### src/rtl/spm_driver.sv
// spm_driver: sequencing front/back end for one serial-parallel multiplier (spm).
// Holds the parallel operand on spm_x, shifts the serial operand LSB-first into
// spm_y, clears the multiplier before each product, and collects the serial
// product into a parallel 2*SIZE-bit result behind a valid/ready handshake.
// Optional feature: define SPM_DRV_ZERO_BYPASS_EN so that a zero operand skips
// straight to DONE with a zero product.
module spm_driver #(
    parameter int unsigned SIZE    = 32,
    parameter int unsigned P_DELAY = 1
) (
    input  logic              clk,
    input  logic              rst,
    input  logic              in_valid,
    output logic              in_ready,
    input  logic [SIZE-1:0]   in_x,
    input  logic [SIZE-1:0]   in_y,
    output logic [SIZE-1:0]   spm_x,
    output logic              spm_y,
    output logic              spm_rst,
    input  logic              spm_p,
    output logic              out_valid,
    input  logic              out_ready,
    output logic [2*SIZE-1:0] out_prod
);

    localparam int unsigned CW = $clog2(2 * SIZE + P_DELAY + 1);
    localparam logic [CW-1:0] LastCnt = CW'(2 * SIZE + P_DELAY - 1);
    localparam logic [CW-1:0] FirstCapture = CW'(P_DELAY);

    typedef enum logic [1:0] {StIdle, StClear, StShift, StDone} state_e;

    state_e            state_q, state_d;
    logic [SIZE-1:0]   x_q;
    logic [SIZE-1:0]   y_q;
    logic [CW-1:0]     cnt_q;
    logic [2*SIZE-1:0] prod_q;
    logic              accept;

    assign accept = (state_q == StIdle) && in_valid;

    // Next-state and handshake outputs.
    always_comb begin
        state_d   = state_q;
        in_ready  = (state_q == StIdle);
        out_valid = (state_q == StDone);
        unique case (state_q)
            StIdle: begin
                if (in_valid) begin
`ifdef SPM_DRV_ZERO_BYPASS_EN
                    // A zero operand gives a zero product; no need to run the spm.
                    state_d = ((in_x == '0) || (in_y == '0)) ? StDone : StClear;
`else
                    state_d = StClear;
`endif
                end
            end
            StClear: state_d = StShift;
            StShift: begin
                if (cnt_q == LastCnt) begin
                    state_d = StDone;
                end
            end
            StDone: begin
                if (out_ready) begin
                    state_d = StIdle;
                end
            end
            default: state_d = StIdle;
        endcase
    end

    // State, operand registers, bit counter and product deserialiser.
    always_ff @(posedge clk) begin
        if (rst) begin
            state_q <= StIdle;
            x_q     <= '0;
            y_q     <= '0;
            cnt_q   <= '0;
            prod_q  <= '0;
        end else begin
            state_q <= state_d;
            if (accept) begin
                x_q    <= in_x;
                y_q    <= in_y;
                cnt_q  <= '0;
                prod_q <= '0;
            end
            if (state_q == StShift) begin
                // Zero fill: once the operand is exhausted spm sees 0 for the upper half.
                y_q   <= y_q >> 1;
                cnt_q <= cnt_q + CW'(1);
                // The first P_DELAY samples precede product bit 0 on spm_p.
                if (cnt_q >= FirstCapture) begin
                    prod_q <= {spm_p, prod_q[2*SIZE-1:1]};
                end
            end
        end
    end

    assign spm_x    = x_q;
    assign spm_y    = (state_q == StShift) && y_q[0];
    assign spm_rst  = rst || (state_q == StClear);
    assign out_prod = prod_q;

endmodule

### config.mk
export PLATFORM = sky130hd
export DESIGN_NAME = spm_driver
export DESIGN_NICKNAME = d
export VERILOG_FILES = /design/src/rtl/spm_driver.sv
export SDC_FILE = /design/constraint.sdc
export NUM_CORES = 1
export LEC_CHECK = 0
export BUFFER_PORTS_ARGS = -buffer_cell sky130_fd_sc_hd__buf_2
export CAP_MARGIN = 25
export CORE_AREA = 2 2 113 143
export CTS_CLUSTER_SIZE = 40
export DETAILED_ROUTE_END_ITERATION = 8
export DIE_AREA = 0 0 115 145
export GPL_ROUTABILITY_DRIVEN = 1
export PLACE_DENSITY_LB_ADDON = 0.3
export SLEW_MARGIN = 20
export SYNTH_ARGS = -nofsm -noshare
export SYNTH_HDL_FRONTEND = slang
export SYNTH_SLANG_ARGS = --single-unit
export TNS_END_PERCENT = 100
### constraint.sdc
create_clock -name clk -period 5.35 [get_ports clk]
set_clock_uncertainty 0.1 [all_clocks]
set_input_delay 0 -clock clk [delete_from_list [all_inputs] [get_ports clk]]
set_output_delay 0 -clock clk [all_outputs]
set_load 0.01 [all_outputs]
Word level (Yosys, flattened, before mapping)
Index checks and enable logic that the tools add are counted.
{"block": "word_totals", "reg_bits": 137, "latch_bits": 0, "ramBits": 0, "rom_bits": 0, "input_bits": 69, "output_inout_bits": 100, "memories": 0}
{"block": "op_classes", "addsub": 1, "mul": 0, "div": 0, "magnitude_cmp": 1, "eq_ne": 7, "n_shift": 0, "mux": 11, "bitwise_logic": 0, "n_reduce_logical": 7}
{"cell": "$mux W64", "n": 3}
{"cell": "$mux W31", "n": 2}
{"cell": "$mux W7", "n": 2}
{"cell": "$pmux W2 S4", "n": 1}
{"cell": "$add A7 B1 Y7 const B", "n": 1}
{"cell": "$eq A7 B7 Y1 const B", "n": 1}
{"cell": "$ge A7 B1 Y1 const B", "n": 1}
{"cell": "$mux W2", "n": 3}
{"cell": "$eq A2 B2 Y1 const B", "n": 2}
{"cell": "$ne A2 B2 Y1 const B", "n": 2}
{"cell": "$reduce_and A3 Y1", "n": 1}
{"cell": "$eq A2 B1 Y1 const B", "n": 1}
{"cell": "$logic_and A1 B1 Y1", "n": 2}
{"cell": "$logic_not A2 Y1", "n": 1}
{"cell": "$ne A2 B1 Y1 const B", "n": 1}
{"cell": "$reduce_bool A2 Y1", "n": 1}
{"cell": "$reduce_or A2 Y1", "n": 1}
{"cell": "$logic_or A1 B1 Y1", "n": 1}

Longest topological paths before layout
{"block": "logic_depth", "ltp_word": 5, "mapped_depth": 8}

Worst setup path before layout
OpenSTA, ideal clock, no wires.
{"block": "synth_path", "kind": "register -> register", "start": "register state_q[0]", "end": "register prod_q[31] (netlist: out_prod[31])", "t_arrival_ns": 1.742, "required_time_ns": 5.129, "slack_ns": 3.386, "stages_incl_launch_ff": 9, "path_buffers": 3, "period_less_slack_ns": 1.964, "path_cell_list": "dfxtp_1 -> inv_1 -> ha_1 -> clkbuf_1 -> and2_1 -> buf_2 -> clkbuf_1 -> nor2_1 -> mux2_4"}
{"block": "synth_between", "elab_chain_cells": 5, "elab_cells_between_ends": 6}
{"item": "start: declaration", "line": "32", "source": "state_e state_q, state_d;"}
{"item": "start signal: assignment", "line": "75", "source": "state_q <= StIdle;"}
{"item": "start signal: assignment", "line": "81", "source": "state_q <= state_d;"}
{"item": "$logic_not A2 Y1 (*)"}
{"item": "net in_ready", "line": "14", "source": "output logic in_ready,"}
{"item": "$logic_and A1 B1 Y1 (*)", "line": "39", "source": "assign accept = (state_q == StIdle) && in_valid;"}
{"item": "$mux W64 (*)", "line": "82", "source": "if (accept) begin"}
{"item": "$mux W64", "line": "93", "source": "if (cnt_q >= FirstCapture) begin"}
{"item": "$mux W64 (*)", "line": "88", "source": "if (state_q == StShift) begin"}
{"item": "end signal: assignment", "line": "94", "source": "prod_q <= {spm_p, prod_q[2*SIZE-1:1]};"}
{"item": "end: declaration", "line": "36", "source": "logic [2*SIZE-1:0] prod_q;"}
Mark *: on every way through the listed nets, which the timed path passes. The rest lies on a longest branch.
A chain may end at the register's enable or synchronous reset.

Worst setup path in the final report
{"block": "layout_path", "start": "register state_q[0]", "end": "register x_q[30] (netlist: spm_x[30])"}
{"block": "layout_between", "elab_chain_cells": 2}
{"item": "$logic_not A2 Y1", "line": "39"}
{"item": "$logic_and A1 B1 Y1", "line": "39"}
{"item": "end signal: assignment", "line": "83", "source": "x_q <= in_x;"}
{"item": "end: declaration", "line": "33", "source": "logic [SIZE-1:0] x_q;"}
No other way between the ends.

==> metrics.csv <==
metric,value,unit
setup_viol,0,
diodes,0,
seq_area_frac_synth,45.4,%
hold_class,input port to flop,
tritoncts,built,
antenna_found_initial,0,
grt_setup_unrepaired,no,
clockBufferDepth,2,
die-width,115,um
initial_utilization,39.5,%
path_clk_slew,0.05,ns
cts_inserted_buffers,17,
ant_nets,0,
fp-row-count,51,
crit_path_end_kind,flop,
place_area,6900,um^2
async_flop_share,0,%
netlist_top_cells_area,"dfxtp_1 45%, mux2_4 7.2%, nor2b_1 6.7%, nand2_1 6.3%, mux2i_1 5.6%",
outcome,completed,
crit_fanout,36,
port_buffers,168,
cts.sinks,137,
critPathSlowestCell,and2_2,
wl_per_cell,13.7,um
cp.depth,8,
path_common_cell,buf_4,
wirelength_met1,6590,um
drc,0,
drt-total-wl,14600,um
cap_violations,0,
rr_worst_depth,8,
grt_pass1_vias,5038,
place.gp.congestion,0.727,
seq_area,2740,um^2
path_buf_inv,4,
period_share,55.8,%
wl_met2,7030,um
dr.max_layer_used,met4,
max_slew_margin,48.7,%
worst_r2r_endpoint,spm_x[30],
slowest_delay,0.65,ns
wl_met3,679,um
syn_area,6040,um^2
total_power,3340,uW
final_nets,942,
die_area,16700,um^2
cp_top_family,buffers and inverters,
synth_area_leader_cell,dfxtp_1,
root_buffer,clkbuf_16,
multi_input_area,3000,um^2
final_max_slew_viol_count,0,
fillers,1396,
tightest_slew,0.769,ns
critPathKind,flop to flop,
postCtsResizedCells,0,
coreArea,15300,um^2
globalRoute.totalOverflow,0,
reg2reg_from,state_q[0],
yosysMostFrequentCell,dfxtp_1,
grt_pass1_wl,23900,um
grt_max_degree,81,
hold_end,spm_x[26],
power.density,408,nW/um^2
synth-edff-count,0,
fin_util,53.4,%
drt-initial-drc-count,313,
dp_hpwl,8610,um
max_freq,335,MHz
finalCriticalPeriod,2.99,ns
cp.required,5.60,ns
yosys-top-cells-count,"137 x dfxtp_1, 102 x nand2_1, 65 x nor2b_1",
grt_usage,17.5,%
cp.arrival,3.24,ns
synth_top_area_share,45.4,%
clock_latency,0.41,ns
io_pins,169,
hp-start,rst,
vias,5231,
setup_total_negative_slack,0,ns
path_cells,"inv_1, ha_1, buf_4, and2_2, buf_4, nand2_1, a21oi_1, dlygate4sd3_1",
htree_levels,4,
hold_viol,0,
ys_warn_count,0,
synth_nets,737,
synthToLayoutAreaGrowth,35.3,%
irDropWorstVdd,0.238,mV
synth.distinct_cells,35,
design_area,8170,um^2
synthCells,661,
ys_seq_elements,137,
dr.pass1.iters,4,
r2r_slack,2.36,ns
power_leakage,0.00397,uW
drive_gt1_share,27.8,%
hold_depth,2,
die_h,145,um
start_kind,flop,
synth_area_per_cell,9.14,um^2
ys.flop_type,dfxtp_1,
via_per_inst,4.93,
## state kept, by name, summed over array words and instances (netlist names)
register / count
y_q: 32
state_q: 2
spm_x: 32
cnt_q: 7
out_prod: 64
## logic make-up after synthesis
kind of cell / count (synthesis) / synth area share [%]
AO/OA/AOI/OAI: 77 / 8.26
XOR/XNOR: 2 / 0.290
adder cells (fa/ha/maj): 7 / 1.45
buffers and inverters: 61 / 5.22
flip-flops: 137 / 45.4
multiplexers: 66 / 13.4
AND/OR/NAND/NOR: 311 / 26.0
## worst max-delay path by stage
stage / startpoint / end
2_1_floorplan: state_q[0] / out_prod[31]
3_3_place_gp: cnt_q[1] / out_prod[3]
3_5_place_dp: cnt_q[1] / out_prod[1]
4_1_cts: state_q[0] / spm_x[30]
5_1_grt: state_q[0] / spm_x[27]
6_report: state_q[0] / spm_x[30]
## stage by stage
step,hold WS (ns),cells,setup slack (ns)
after floorplan,0.0360,661,3.39
after global placement,0.142,963,2.68
after detailed placement,0.146,964,2.64
after CTS,0.000664,1061,2.35
after global routing,0.0273,1062,2.11
final,0.0143,1062,2.36
## layer usage
layer | global-route usage, % | vias up
met2 | 28.8 | 136
met4 | 6.02 | 0
met3 | 4.68 | 25
met5 | 0 | -
met1 | 22.0 | 2448
li1 | - | 2622
## where the power goes
part           switching, uW  total [uW]  internal, uW
logic                    546         928           382
clock network            418        1130           715
registers               89.0        1270          1190
## final cells by class
type	count	share of cell area, %
multi-input cells	463	36.7
flip-flops and latches	137	33.6
repair buffers	242	19.7
clock buffers	22	5.80
well taps	185	2.83
clock inverters	8	1.18
inverters	5	0.230
## worst register-to-register path, cell delays in order (launching register included)
cell           delay, ns
dfxtp_1             0.33
inv_1               0.09
ha_1                0.14
buf_4               0.29
and2_2              0.67
buf_4               0.50
nand2_1             0.12
a21oi_1             0.13
dlygate4sd3_1       0.56
## what timing repair did
item,in CTS,in global routing
endpoints found under the hold margin,65,0
buffers inserted,0,0
hold buffers,67,0
## cell usage in the layout (no fill, tap or decap), types with 5 or more instances in the layout
master	instances
buf_2	167
dfxtp_1	137
nand2_1	101
dlygate4sd3_1	67
nor2b_1	65
a21oi_1	37
nor3_1	34
mux2i_1	34
nor2_1	33
nand2b_1	32
and3_1	31
a211oi_1	31
mux2_4	29
clkbuf_16	17
ha_1	6
buf_4	6
inv_1	5
(Power assumes the default switching activity.)
